File: src/rtl/mcoi_reset_filter_bank_if.sv
// Bus bundle for mcoi_reset_filter_bank: filter enable, async level inputs,
// glitch-flag clear and the filtered outputs. The design side uses the slave modport.
interface mcoi_reset_filter_bank_if #(
  parameter int unsigned N_CH = 1
);
  logic            cen_ie;
  logic [N_CH-1:0] data_i;
  logic            clr_i;
  logic [N_CH-1:0] data_o;
  logic [N_CH-1:0] glitch_o;

  modport master (
    output cen_ie, data_i, clr_i,
    input  data_o, glitch_o
  );

  modport slave (
    input  cen_ie, data_i, clr_i,
    output data_o, glitch_o
  );
endinterface

File: src/rtl/mcoi_reset_filter_bank.sv
// Multi-channel level synchroniser, consecutive-cycle filter and assertion stretcher.
// Optional glitch detection is compiled in by defining MCOI_RESET_FILTER_GLITCH_EN.
module mcoi_reset_filter_bank #(
  parameter int unsigned     N_CH        = 1,
  parameter int unsigned     SYNC_STAGES = 2,
  parameter int unsigned     FILTER_LEN  = 8,
  parameter int unsigned     STRETCH_LEN = 0,
  parameter logic [N_CH-1:0] INV_MASK    = '0,
  parameter logic [N_CH-1:0] RST_VAL     = '1
) (
  input  logic                     clk_ik,
  input  logic                     rst_ir,
  mcoi_reset_filter_bank_if.slave  bus
);

  localparam int unsigned CNT_W = $clog2(FILTER_LEN + 1);

  logic [SYNC_STAGES-1:0] sync_q [N_CH];
  logic [CNT_W-1:0]       cnt_q  [N_CH];
  logic [CNT_W-1:0]       cnt_d  [N_CH];
  logic [N_CH-1:0]        data_q;
  logic [N_CH-1:0]        data_d;
  logic [N_CH-1:0]        x;
  logic [N_CH-1:0]        blocked;

  always_comb begin
    x = '0;
    for (int unsigned ch = 0; ch < N_CH; ch++) begin
      x[ch] = sync_q[ch][SYNC_STAGES-1] ^ INV_MASK[ch];
    end
  end

  // Preloading with RST_VAL^INV_MASK makes x equal data_o at release, so no spurious edge.
  always_ff @(posedge clk_ik) begin
    for (int unsigned ch = 0; ch < N_CH; ch++) begin
      if (rst_ir) begin
        sync_q[ch] <= {SYNC_STAGES{RST_VAL[ch] ^ INV_MASK[ch]}};
      end else begin
        sync_q[ch] <= {sync_q[ch][SYNC_STAGES-2:0], bus.data_i[ch]};
      end
    end
  end

  always_comb begin
    data_d = data_q;
    for (int unsigned ch = 0; ch < N_CH; ch++) begin
      cnt_d[ch] = cnt_q[ch];
      if (bus.cen_ie) begin
        if (x[ch] == data_q[ch]) begin
          cnt_d[ch] = '0;
        end else if (!blocked[ch]) begin
          if (cnt_q[ch] == CNT_W'(FILTER_LEN - 1)) begin
            data_d[ch] = x[ch];
            cnt_d[ch]  = '0;
          end else begin
            cnt_d[ch] = cnt_q[ch] + 1'b1;
          end
        end
      end
    end
  end

  always_ff @(posedge clk_ik) begin
    if (rst_ir) begin
      data_q <= RST_VAL;
      for (int unsigned ch = 0; ch < N_CH; ch++) begin
        cnt_q[ch] <= '0;
      end
    end else begin
      data_q <= data_d;
      for (int unsigned ch = 0; ch < N_CH; ch++) begin
        cnt_q[ch] <= cnt_d[ch];
      end
    end
  end

  if (STRETCH_LEN > 0) begin : g_stretch
    localparam int unsigned HOLD_W = $clog2(STRETCH_LEN + 1);

    logic [HOLD_W-1:0] hold_q [N_CH];
    logic [HOLD_W-1:0] hold_d [N_CH];

    // Only a falling qualification is held off while the stretch is running.
    always_comb begin
      blocked = '0;
      for (int unsigned ch = 0; ch < N_CH; ch++) begin
        blocked[ch] = data_q[ch] & ~x[ch] & (hold_q[ch] != '0);
      end
    end

    always_comb begin
      for (int unsigned ch = 0; ch < N_CH; ch++) begin
        hold_d[ch] = hold_q[ch];
        if (bus.cen_ie) begin
          if (!data_q[ch] && data_d[ch]) begin
            hold_d[ch] = HOLD_W'(STRETCH_LEN);
          end else if (hold_q[ch] != '0) begin
            hold_d[ch] = hold_q[ch] - 1'b1;
          end
        end
      end
    end

    always_ff @(posedge clk_ik) begin
      for (int unsigned ch = 0; ch < N_CH; ch++) begin
        if (rst_ir) begin
          hold_q[ch] <= '0;
        end else begin
          hold_q[ch] <= hold_d[ch];
        end
      end
    end
  end else begin : g_no_stretch
    assign blocked = '0;
  end

  assign bus.data_o = data_q;

`ifdef MCOI_RESET_FILTER_GLITCH_EN
  logic [N_CH-1:0] glitch_q;
  logic [N_CH-1:0] glitch_d;
  logic [N_CH-1:0] glitch_set;

  // A partial count abandoned because x fell back to data_o marks a glitch.
  always_comb begin
    glitch_set = '0;
    for (int unsigned ch = 0; ch < N_CH; ch++) begin
      glitch_set[ch] = bus.cen_ie & (x[ch] == data_q[ch]) & (cnt_q[ch] != '0);
    end
    glitch_d = (glitch_q & ~{N_CH{bus.clr_i}}) | glitch_set;
  end

  always_ff @(posedge clk_ik) begin
    if (rst_ir) begin
      glitch_q <= '0;
    end else begin
      glitch_q <= glitch_d;
    end
  end

  assign bus.glitch_o = glitch_q;
`else
  logic unused_clr;
  assign unused_clr   = bus.clr_i;
  assign bus.glitch_o = '0;
`endif

endmodule
File: src/flat_wrapper.sv
// flat-port wrapper written by rule: the top's interface ports become plain ports
module mcoi_reset_filter_bank_flat 
#(
  parameter int unsigned     N_CH        = 1,
  parameter int unsigned     SYNC_STAGES = 2,
  parameter int unsigned     FILTER_LEN  = 8,
  parameter int unsigned     STRETCH_LEN = 0,
  parameter logic [N_CH-1:0] INV_MASK    = '0,
  parameter logic [N_CH-1:0] RST_VAL     = '1
)
  (clk_ik, rst_ir, bus_cen_ie, bus_data_i, bus_clr_i, bus_data_o, bus_glitch_o);
  mcoi_reset_filter_bank_if #(.N_CH(N_CH)) bus_i ();
  input  logic clk_ik;
  input  logic rst_ir;
  input wire logic [$bits(bus_i.cen_ie)-1:0] bus_cen_ie;
  input wire logic [$bits(bus_i.data_i)-1:0] bus_data_i;
  input wire logic [$bits(bus_i.clr_i)-1:0] bus_clr_i;
  output wire logic [$bits(bus_i.data_o)-1:0] bus_data_o;
  output wire logic [$bits(bus_i.glitch_o)-1:0] bus_glitch_o;
  assign bus_i.cen_ie = bus_cen_ie;
  assign bus_i.data_i = bus_data_i;
  assign bus_i.clr_i = bus_clr_i;
  assign bus_data_o = bus_i.data_o;
  assign bus_glitch_o = bus_i.glitch_o;
  mcoi_reset_filter_bank #(.N_CH(N_CH), .SYNC_STAGES(SYNC_STAGES), .FILTER_LEN(FILTER_LEN), .STRETCH_LEN(STRETCH_LEN), .INV_MASK(INV_MASK), .RST_VAL(RST_VAL)) u_core (.clk_ik(clk_ik), .rst_ir(rst_ir), .bus(bus_i));
endmodule
File: config.mk
export PLATFORM = sky130hd
export DESIGN_NAME = mcoi_reset_filter_bank_flat
export DESIGN_NICKNAME = d
export VERILOG_FILES = /design/src/rtl/mcoi_reset_filter_bank_if.sv /design/src/rtl/mcoi_reset_filter_bank.sv /design/src/flat_wrapper.sv
export SDC_FILE = /design/constraint.sdc
export NUM_CORES = 1
export LEC_CHECK = 0
export ABC_CLOCK_PERIOD_IN_PS = 1550
export CORE_AREA = 5 5 42 44
export CTS_BUF_LIST = sky130_fd_sc_hd__clkbuf_2
export CTS_CLUSTER_SIZE = 20
export DETAILED_ROUTE_END_ITERATION = 16
export DIE_AREA = 0 0 47 49
export SYNTH_ARGS = -nofsm -noshare
export SYNTH_HDL_FRONTEND = slang
export SYNTH_SLANG_ARGS = --single-unit
export TNS_END_PERCENT = 30
File: constraint.sdc
create_clock -name clk_ik -period 1.55 [get_ports clk_ik]
set_input_delay 0.2325 -clock clk_ik [delete_from_list [all_inputs] [get_ports clk_ik]]
set_output_delay 0.2325 -clock clk_ik [all_outputs]
set_load 0.05 [all_outputs]
==> impl_metrics.csv, run 1 <==
group,metric,value,unit
clock_network,clkSinkCount,7,
floorplanning,rows,14,
critical_path,cp_data_arrival_time,1.38,ns
yosys,synthTopCellsByArea,"dfxtp_1 (41%), nand4b_1 (7.7%), nand2b_1 (7.4%)",
yosys,synth_top_area_share,0.4133,
timing,tns,0,ns
yosys,synth_top_family_by_area,"simple AND/OR/NAND/NOR gates",
clock_network,cts_root_buf,"clkbuf_2",
yosys,synth_top_area_cell,"dfxtp_1",
timing,rsz0062_at_grt,"false",
timing,period_needed,1.251,ns
placed_design,post-dp-hpwl,456.1,um
min_path,min_path_type,"flip-flop to flip-flop",
status,status,"finished clean",
floorplanning,ios,7,
route,drtIter0Drc,17,
critical_path,worstPathMaxFanout,5,
clock_network,cts_tree,"built",
critical_path,cp-startpoint,"u_core.cnt_q[0][0]$_SDFFE_PP0P_",
global_routing,grt_overflow,0,
yosys,yosys.area_share.xor_xnor,0.04797,
route,viasPerCell,4.550,
yosys,synth_fa_ha_area_frac,0.03690,
route,drc,0,
timing,max_freq,799.5,MHz
clock_network,clockBufferDepth,2,
global_routing,grt_max_degree,9,
timing,finalSetupViolations,0,
job,max_cap_viol_count,0,
yosys,synth_seq_cells,7,
placed_design,place.gp.congestion,0.7084,
critical_path,cp-start-kind,"flip-flop",
route,wire_per_inst,10.08,um
clock_network,numCtsBuffers,3,
power,leakage,0.1598,nW
yosys,yosys_warnings,0,
power,power.total,0.0003465,W
yosys,netlist_area,339.1,um2
route,ant_nets,0,
route,wirelength,605,um
yosys,synthMuxAreaShare,0,
clock_network,cts-resized-gates,0,
clock_network,cts_setup_buffers,0,
yosys,synth_simple_gate_area_share,0.3247,
critical_path,r2r-end,"u_core.bus.data_o$_SDFFE_PP1P_",
layout,final_area,431.7,um2
timing,clock_skew,0.001551,ns
route,vias,273,
min_path,whs_path_depth,1,
clock_network,holdBufCountCts,0,
yosys,syn_avg_cell_area,9.419,um2
timing,post-route-period-util,0.8070,
layout,fin_nets,51,
placed_design,port_buffers,4,
critical_path,regToRegSetupSlack,0.30,ns
yosys,synth_cell_types,20,
yosys,synthCells,36,
yosys,synth_compound_area_frac,0.1181,
layout,nFillCells,154,
timing,report.final.slew_viol_count,0,
clock_network,worstSkewPairLatency,0.23,ns
power,power_density,802.7,nW/um2
clock_network,htreeDepth,1,
floorplanning,initial_core_util,0.2420,
global_routing,antenna_found_initial,0,
critical_path,end_kind,"flip-flop",
layout,areaGrowthSynthToFinish,27.31,%
critical_path,r2r_cells,3,
layout,drive_gt1_frac,0.2500,
global_routing,first_global_vias,240,
critical_path,worstPathRequired,1.68,ns
placed_design,dpl-instance-area,411.6,um2
yosys,syn-num-nets,42,
clock_network,path_clk_slew,0.08,ns
timing,hold_viol,0,
global_routing,grt_pass1_wl,1.000,mm
floorplanning,dieArea,2303,um2
global_routing,grt_usage,0.06431,
route,firstDrtPassIters,4,
floorplanning,die_x,47,um
critical_path,r2r_start,"u_core.cnt_q[0][0]$_SDFFE_PP0P_",
yosys,synth-seq-area-share,0.4133,
layout,antenna_cells,0,
floorplanning,die_y,49,um
power,vdd_drop_max,0.3943,mV
floorplanning,core_area,1401,um2
layout,final_util,0.3080,
critical_path,crit_end,"u_core.bus.data_o$_SDFFE_PP1P_",
critical_path,crit_type,"flip-flop to flip-flop",
-- synthesized netlist by cell type, drive strengths merged --
cell and n:
nand2b 4, nand3 3, o22ai 1, buf 1, nor2 1, xor2 1, nor4b 1, a211o 1
or2 2, nand4b 3, nand3b 2, dfxtp 7, clkbuf 1, a21oi 2, a21boi 1, conb 1
nand2 1, ha 1, inv 1, a31oi 1
-- state kept, by name (all words and copies together) (netlist names) --
signal             flops
u_core.bus.data_o      1
u_core.cnt_q           4
u_core.sync_q          2
-- per-stage QoR --
step / std cells / hold slack, ns / setup WS [ns]
2_1_floorplan: 36 / 0.3016 / 0.3068
3_3_place_gp: 56 / 0.3950 / 0.2387
3_5_place_dp: 56 / 0.3976 / 0.2197
4_1_cts: 60 / 0.4185 / 0.2959
5_1_grt: 60 / 0.4330 / 0.2151
6_report: 60 / 0.4170 / 0.2992
-- where the power goes --
group	total, W	internal [W]	switching [W]
Sequential	0.000185	0.000183	0.00000191
Clock	0.000131	0.0000585	0.0000724
Combinational	0.0000310	0.0000155	0.0000154
Total	0.000346	0.000257	0.0000898
-- logic make-up after synthesis --
family,after synthesis
DFF,7
and+or+nand+nor,17
AOI/OAI and AO/OA,6
adders and majority gates,1
other,1
xor gates and xnor gates,1
buffers and inverters,3
-- worst min path at each step --
stage,slack (ns),startpoint,to
final,0.42,u_core.sync_q[0][0]$_SDFF_PP1_,u_core.sync_q[0][1]$_SDFF_PP1_
after global routing,0.43,u_core.sync_q[0][0]$_SDFF_PP1_,u_core.sync_q[0][1]$_SDFF_PP1_
after CTS,0.42,u_core.sync_q[0][0]$_SDFF_PP1_,u_core.sync_q[0][1]$_SDFF_PP1_
after detailed placement,0.40,u_core.sync_q[0][0]$_SDFF_PP1_,u_core.sync_q[0][1]$_SDFF_PP1_
after global placement,0.40,u_core.sync_q[0][0]$_SDFF_PP1_,u_core.sync_q[0][1]$_SDFF_PP1_
after floorplan,0.30,rst_ir,u_core.cnt_q[0][0]$_SDFFE_PP0P_
-- final cells by class --
type / count / area, um2 / share of cell area
multi-input cells: 26 / 182.7 / 0.4232
flip-flops and latches: 7 / 140.1 / 0.3246
repair buffers: 6 / 65.06 / 0.1507
well taps: 16 / 20.02 / 0.04638
clock buffers: 3 / 15.01 / 0.03478
clock inverters: 1 / 5.005 / 0.01159
inverters: 1 / 3.754 / 0.008696
-- worst max-delay path, cell delays in order (launching register included) --
cell	delay, ns
dfxtp_1	0.39
ha_1	0.25
nand4b_1	0.16
a211o_2	0.35
-- cell usage in the layout, fill, tap and decap left out --
| cell | Yosys | routed |
|---|---|---|
| nand3_1 | 3 | 3 |
| ha_1 | 1 | 1 |
| a21boi_0 | 1 | 1 |
| nand2_1 | 1 | 1 |
| clkinv_2 | 0 | 1 |
| a211o_2 | 1 | 1 |
| nor4b_1 | 1 | 1 |
| a21oi_1 | 2 | 2 |
| nand2b_1 | 4 | 4 |
| dfxtp_1 | 7 | 7 |
| or2_2 | 2 | 2 |
| nor2_1 | 1 | 1 |
| clkdlybuf4s50_1 | 0 | 3 |
| inv_1 | 1 | 1 |
| clkbuf_2 | 1 | 3 |
| nand3b_1 | 2 | 2 |
| a31oi_1 | 1 | 1 |
| buf_12 | 0 | 1 |
| nand4b_1 | 3 | 3 |
| o22ai_1 | 1 | 1 |
| xor2_2 | 1 | 1 |
| buf_4 | 1 | 2 |
| conb_1 | 1 | 1 |
-- routing by layer --
metal	GRT usage	up-vias	part of all wire
met5	0	-	0
li1	-	142	-
met1	0.06889	126	0.46
met3	0.05535	0	0.041
met2	0.08824	5	0.50
met4	0.02765	0	0
No activity file was read; power rests on OpenSTA's default activity.
==> inputs of run 2 (changes only) <==
Settings changed: ABC_CLOCK_PERIOD_IN_PS 1550 to 1100.
Clock period 1.55 ns to 1.1 ns, I/O delays scaled along.
==> run 2 against run 1 <==
Net effect: final area rose by 17%; first-iteration DRC count fell by 82%; die area did not move; clock power rose by 47%; critical endpoint unchanged; largest cell class unchanged; largest power group unchanged; highest routed layer unchanged.
==> impl_metrics.csv, run 2 (same netlist as run 1, synthesis figures left out) <==
group,metric,value,unit
timing,max_freq,914.5,MHz
layout,areaGrowthSynthToFinish,48.71,%
global_routing,grt_max_degree,9,
power,vdd_drop_max,0.3871,mV
layout,antenna_cells,0,
floorplanning,die_x,47,um
global_routing,grt_usage,0.08181,
status,status,"finished clean",
layout,final_util,0.3598,
route,viasPerCell,4.844,
placed_design,post-dp-hpwl,512.3,um
clock_network,cts_setup_buffers,0,
timing,period_needed,1.093,ns
clock_network,worstSkewPairLatency,0.24,ns
clock_network,path_clk_slew,0.08,ns
clock_network,numCtsBuffers,3,
route,drtIter0Drc,3,
layout,layout_common_cells,"buf_4 (6), nand2b_1 (4), clkbuf_2 (4), dfxtp_1 (4)",
placed_design,pre_cts_slack,-0.1478,ns
layout,largest_reg_flops,4,
clock_network,htreeDepth,1,
power,leakage,0.1817,nW
global_routing,antenna_found_initial,0,
critical_path,regToRegSetupSlack,0.007,ns
floorplanning,ios,7,
route,vias,310,
global_routing,first_global_vias,269,
power,power_frac_seq,0.520,
route,wirelength,786,um
power,power.total,0.0005023,W
power,netSwitchingPower,0.0001234,W
job,max_cap_viol_count,0,
layout,drive_gt1_frac,0.4167,
placed_design,port_buffers,4,
floorplanning,initial_core_util,0.2420,
timing,finalSetupViolations,0,
power,pwr-share-comb,0.097,
power,p_sw_frac,0.2456,
placed_design,place.gp.congestion,0.7910,
timing,report.final.slew_viol_count,0,
min_path,min_path_type,"flip-flop to flip-flop",
critical_path,worstPathMaxFanout,3,
global_routing,grt_overflow,0,
layout,layout_commonest_cell,"buf_4",
layout,fin_nets,55,
route,ant_nets,0,
critical_path,cp-start-kind,"flip-flop",
critical_path,worstPathRequired,1.23,ns
timing,worst_slack,0.006538,ns
timing,hold_viol,0,
floorplanning,die_y,49,um
clock_network,cts_tree,"built",
timing,clock_skew,0.009424,ns
floorplanning,rows,14,
clock_network,clkSinkCount,7,
critical_path,cp_data_arrival_time,1.22,ns
floorplanning,core_area,1401,um2
clock_network,clockBufferDepth,2,
critical_path,end_kind,"flip-flop",
floorplanning,dieArea,2303,um2
power,power_density,996.2,nW/um2
clock_network,holdBufCountCts,0,
power,intPower,0.0003790,W
critical_path,crit_type,"flip-flop to flip-flop",
power,clockPowerShare,0.383,
layout,largest_register,"u_core.cnt_q",
timing,post-route-period-util,0.9941,
route,wire_per_inst,12.28,um
route,drc,0,
route,firstDrtPassIters,3,
clock_network,cts_root_buf,"clkbuf_2",
global_routing,grt_pass1_wl,1.276,mm
run 2: routing by layer:
metal	vias up	share of wire	track usage
li1	155	-	-
met1	153	0.43	0.08168
met2	2	0.56	0.1244
met3	0	0.010	0.03321
met4	0	0	0.06912
met5	-	0	0
run 2: stage by stage:
stage          cells  hold slack (ns)  instance area, um2    TNS, ns
2_1_floorplan     36           0.2341               340.3   -0.05556
3_3_place_gp      60           0.3957               442.9    -0.3731
3_5_place_dp      60           0.4005               442.9    -0.4268
4_1_cts           64           0.4169               484.2          0
5_1_grt           64           0.4215               504.2  -0.009918
6_report          64           0.4136               504.2          0
run 2: what timing repair did:
| item | in CTS | in global routing |
|---|---|---|
| pin swaps | 1 | 4 |
| gates resized for setup | 5 | 2 |
| endpoints found under the setup margin | 2 | 4 |
run 2: power groups by stage:
stage / Sequential (W) / Clock [W] / Combinational (W)
global placement: 0.000266 / 0 / 0.0000453
detailed placement: 0.000266 / 0 / 0.0000457
finish: 0.000261 / 0.000192 / 0.0000487
floorplan: 0.000266 / 0 / 0.0000256
CTS: 0.000260 / 0.000198 / 0.0000464
global route: 0.000262 / 0.000209 / 0.0000518
run 2: cell type report:
cell class                      count  area (um2)
Multi-Input combinational cell     26       221.5
Inverter                            1       3.754
Timing Repair Buffer               10       95.09
Clock buffer                        4       20.02
Fill cell                         140       897.1
Tap cell                           16       20.02
Sequential cell                     7       143.9
run 2: worst paths after layout:
check	endpoint	depth (start not counted)	from
setup / recovery	u_core.bus.data_o$_SDFFE_PP1P_	4	u_core.cnt_q[0][0]$_SDFFE_PP0P_
hold / removal	u_core.sync_q[0][1]$_SDFF_PP1_	1	u_core.sync_q[0][0]$_SDFF_PP1_
setup reg to reg	u_core.bus.data_o$_SDFFE_PP1P_	4	u_core.cnt_q[0][0]$_SDFFE_PP0P_
hold reg to reg	u_core.sync_q[0][1]$_SDFF_PP1_	1	u_core.sync_q[0][0]$_SDFF_PP1_
run 2: critical path: stages, from the launching register on:
cell and delay, ns:
dfxtp_2 0.34, ha_4 0.17, nand4b_1 0.11, nor2_1 0.06, a211o_2 0.30
==> inputs of run 3 (changes only) <==
Settings changed: CORE_AREA 5 5 42 44 to 2 2 39 41, DIE_AREA 0 0 47 49 to 0 0 41 43.
==> run 3 against run 2 <==
Net effect: via count decreased by 11%; core utilization is 0.72 points lower; combinational power decreased by 3%; sequential cell count unchanged; first-iteration DRC count down 33%; non-clock buffer count decreased by 1; critical path depth stayed put; cell count shrank 1.6%; worst setup slack gained 0.036 ns; routed wire length is 16% lower; sequential power about the same; worst hold slack improved by 0.0044 ns.
==> impl_metrics.csv, run 3 (same netlist as run 1, synthesis figures left out) <==
group,metric,value,unit
clock_network,worstSkewPairLatency,0.24,ns
power,p_sw_frac,0.2551,
power,netSwitchingPower,0.0001296,W
clock_network,clockBufferDepth,2,
job,max_cap_viol_count,0,
clock_network,cts_tree,"built",
critical_path,crit_type,"flip-flop to flip-flop",
critical_path,worstPathRequired,1.23,ns
layout,fin_nets,54,
clock_network,htreeDepth,1,
layout,areaGrowthSynthToFinish,43.91,%
timing,finalSetupViolations,0,
global_routing,first_global_vias,266,
layout,layout_commonest_cell,"buf_4",
clock_network,numCtsBuffers,3,
timing,period_needed,1.057,ns
route,viasPerCell,4.365,
layout,nFillCells,140,
critical_path,end_kind,"flip-flop",
power,power.total,0.0005080,W
power,vdd_drop_max,0.4488,mV
layout,fin_cells,63,
power,power_density,1041,nW/um2
critical_path,worstPathMaxFanout,3,
floorplanning,ios,7,
layout,largest_register,"u_core.cnt_q",
layout,seqCellArea,143.9,um2
floorplanning,die_x,41,um
timing,hold_slack,0.4181,ns
layout,drive_gt1_frac,0.4043,
placed_design,place.gp.congestion,0.6465,
global_routing,antenna_found_initial,0,
floorplanning,initial_core_util,0.2450,
clock_network,cts_root_buf,"clkbuf_2",
clock_network,clkSinkCount,7,
route,wire_per_inst,10.51,um
layout,multi_input_area,212.7,um2
min_path,min_path_type,"flip-flop to flip-flop",
route,vias,275,
layout,largest_reg_flops,4,
power,power_frac_seq,0.514,
global_routing,grt_usage,0.08761,
route,wirelength,662,um
status,status,"finished clean",
timing,report.final.slew_viol_count,0,
layout,antenna_cells,0,
timing,max_freq,946.1,MHz
clock_network,path_clk_slew,0.08,ns
global_routing,grt_max_degree,9,
placed_design,port_buffers,4,
floorplanning,rows,14,
global_routing,grt_overflow,0,
floorplanning,core_area,1384,um2
timing,hold_viol,0,
route,drc,0,
route,ant_nets,0,
timing,clock_skew,0.005157,ns
placed_design,placed_cells,59,
power,pwr-share-comb,0.093,
layout,layout_common_cells,"buf_4 (5), nand2b_1 (4), clkbuf_2 (4), dfxtp_1 (4)",
critical_path,cp_data_arrival_time,1.18,ns
global_routing,grt_pass1_wl,1.000,mm
power,intPower,0.0003784,W
floorplanning,die_y,43,um
floorplanning,dieArea,1763,um2
timing,post-route-period-util,0.9609,
route,drtIter0Drc,2,
critical_path,cp-start-kind,"flip-flop",
timing,rsz0062_at_grt,"true",
power,clockPowerShare,0.394,
power,leakage,0.1761,nW
route,firstDrtPassIters,3,
run 3: power groups by stage:
| stage | clock network (W) | logic, W | registers (W) |
|---|---|---|---|
| 2_1_floorplan | 0 | 0.0000256 | 0.000266 |
| 3_3_place_gp | 0 | 0.0000454 | 0.000266 |
| 3_5_place_dp | 0 | 0.0000459 | 0.000266 |
| 4_1_cts | 0.000206 | 0.0000464 | 0.000260 |
| 5_1_grt | 0.000212 | 0.0000514 | 0.000262 |
| 6_report | 0.000200 | 0.0000470 | 0.000261 |
run 3: layout make-up:
class | instances | share of cell area
clock buffer | 4 | 0.04103
inverter | 1 | 0.007692
multi-input combinational | 26 | 0.4359
sequential | 7 | 0.2949
tap | 16 | 0.04103
timing repair buffer | 9 | 0.1795
run 3: metrics by stage:
| step | instance area (um2) | util | worst slack, ns | TNS [ns] |
|---|---|---|---|---|
| finish | 488.0 | 0.3526 | 0.04302 | 0 |
| global route | 488.0 | 0.3526 | -0.01414 | -0.02608 |
| CTS | 476.7 | 0.3445 | 0.008529 | 0 |
| detailed placement | 435.4 | 0.3146 | -0.1514 | -0.4422 |
| global placement | 435.4 | 0.3146 | -0.1457 | -0.3938 |
| floorplan | 340.3 | - | -0.03636 | -0.05556 |
run 3: final timing paths:
path,slack (ns),startpoint,to,cells after the start
worst min register to register,0.42,u_core.sync_q[0][0]$_SDFF_PP1_,u_core.sync_q[0][1]$_SDFF_PP1_,1
worst min-delay path,0.42,u_core.sync_q[0][0]$_SDFF_PP1_,u_core.sync_q[0][1]$_SDFF_PP1_,1
worst max register to register,0.04,u_core.cnt_q[0][1]$_SDFFE_PP0P_,u_core.bus.data_o$_SDFFE_PP1P_,4
worst max-delay path,0.04,u_core.cnt_q[0][1]$_SDFFE_PP0P_,u_core.bus.data_o$_SDFFE_PP1P_,4
run 3: metal layers:
| metal | global-route usage | wire, um | up-vias |
|---|---|---|---|
| li1 | - | - | 149 |
| met1 | 0.09091 | 315 | 120 |
| met2 | 0.1375 | 330 | 4 |
| met3 | 0.01571 | 2 | 2 |
| met4 | 0.08000 | 14 | 0 |
| met5 | 0 | 0 | - |
run 3: timing repair:
action	in CTS	in global routing
setup buffers	0	0
resized for setup	5	1
pin swaps	1	5
hold buffers	0	0
setup endpoints to repair	2	3
run 3: critical path, cell delays in order, from the launching register on:
cell	delay [ns]
dfxtp_2	0.34
ha_4	0.17
nand4b_1	0.10
nor2_1	0.05
a211o_2	0.29
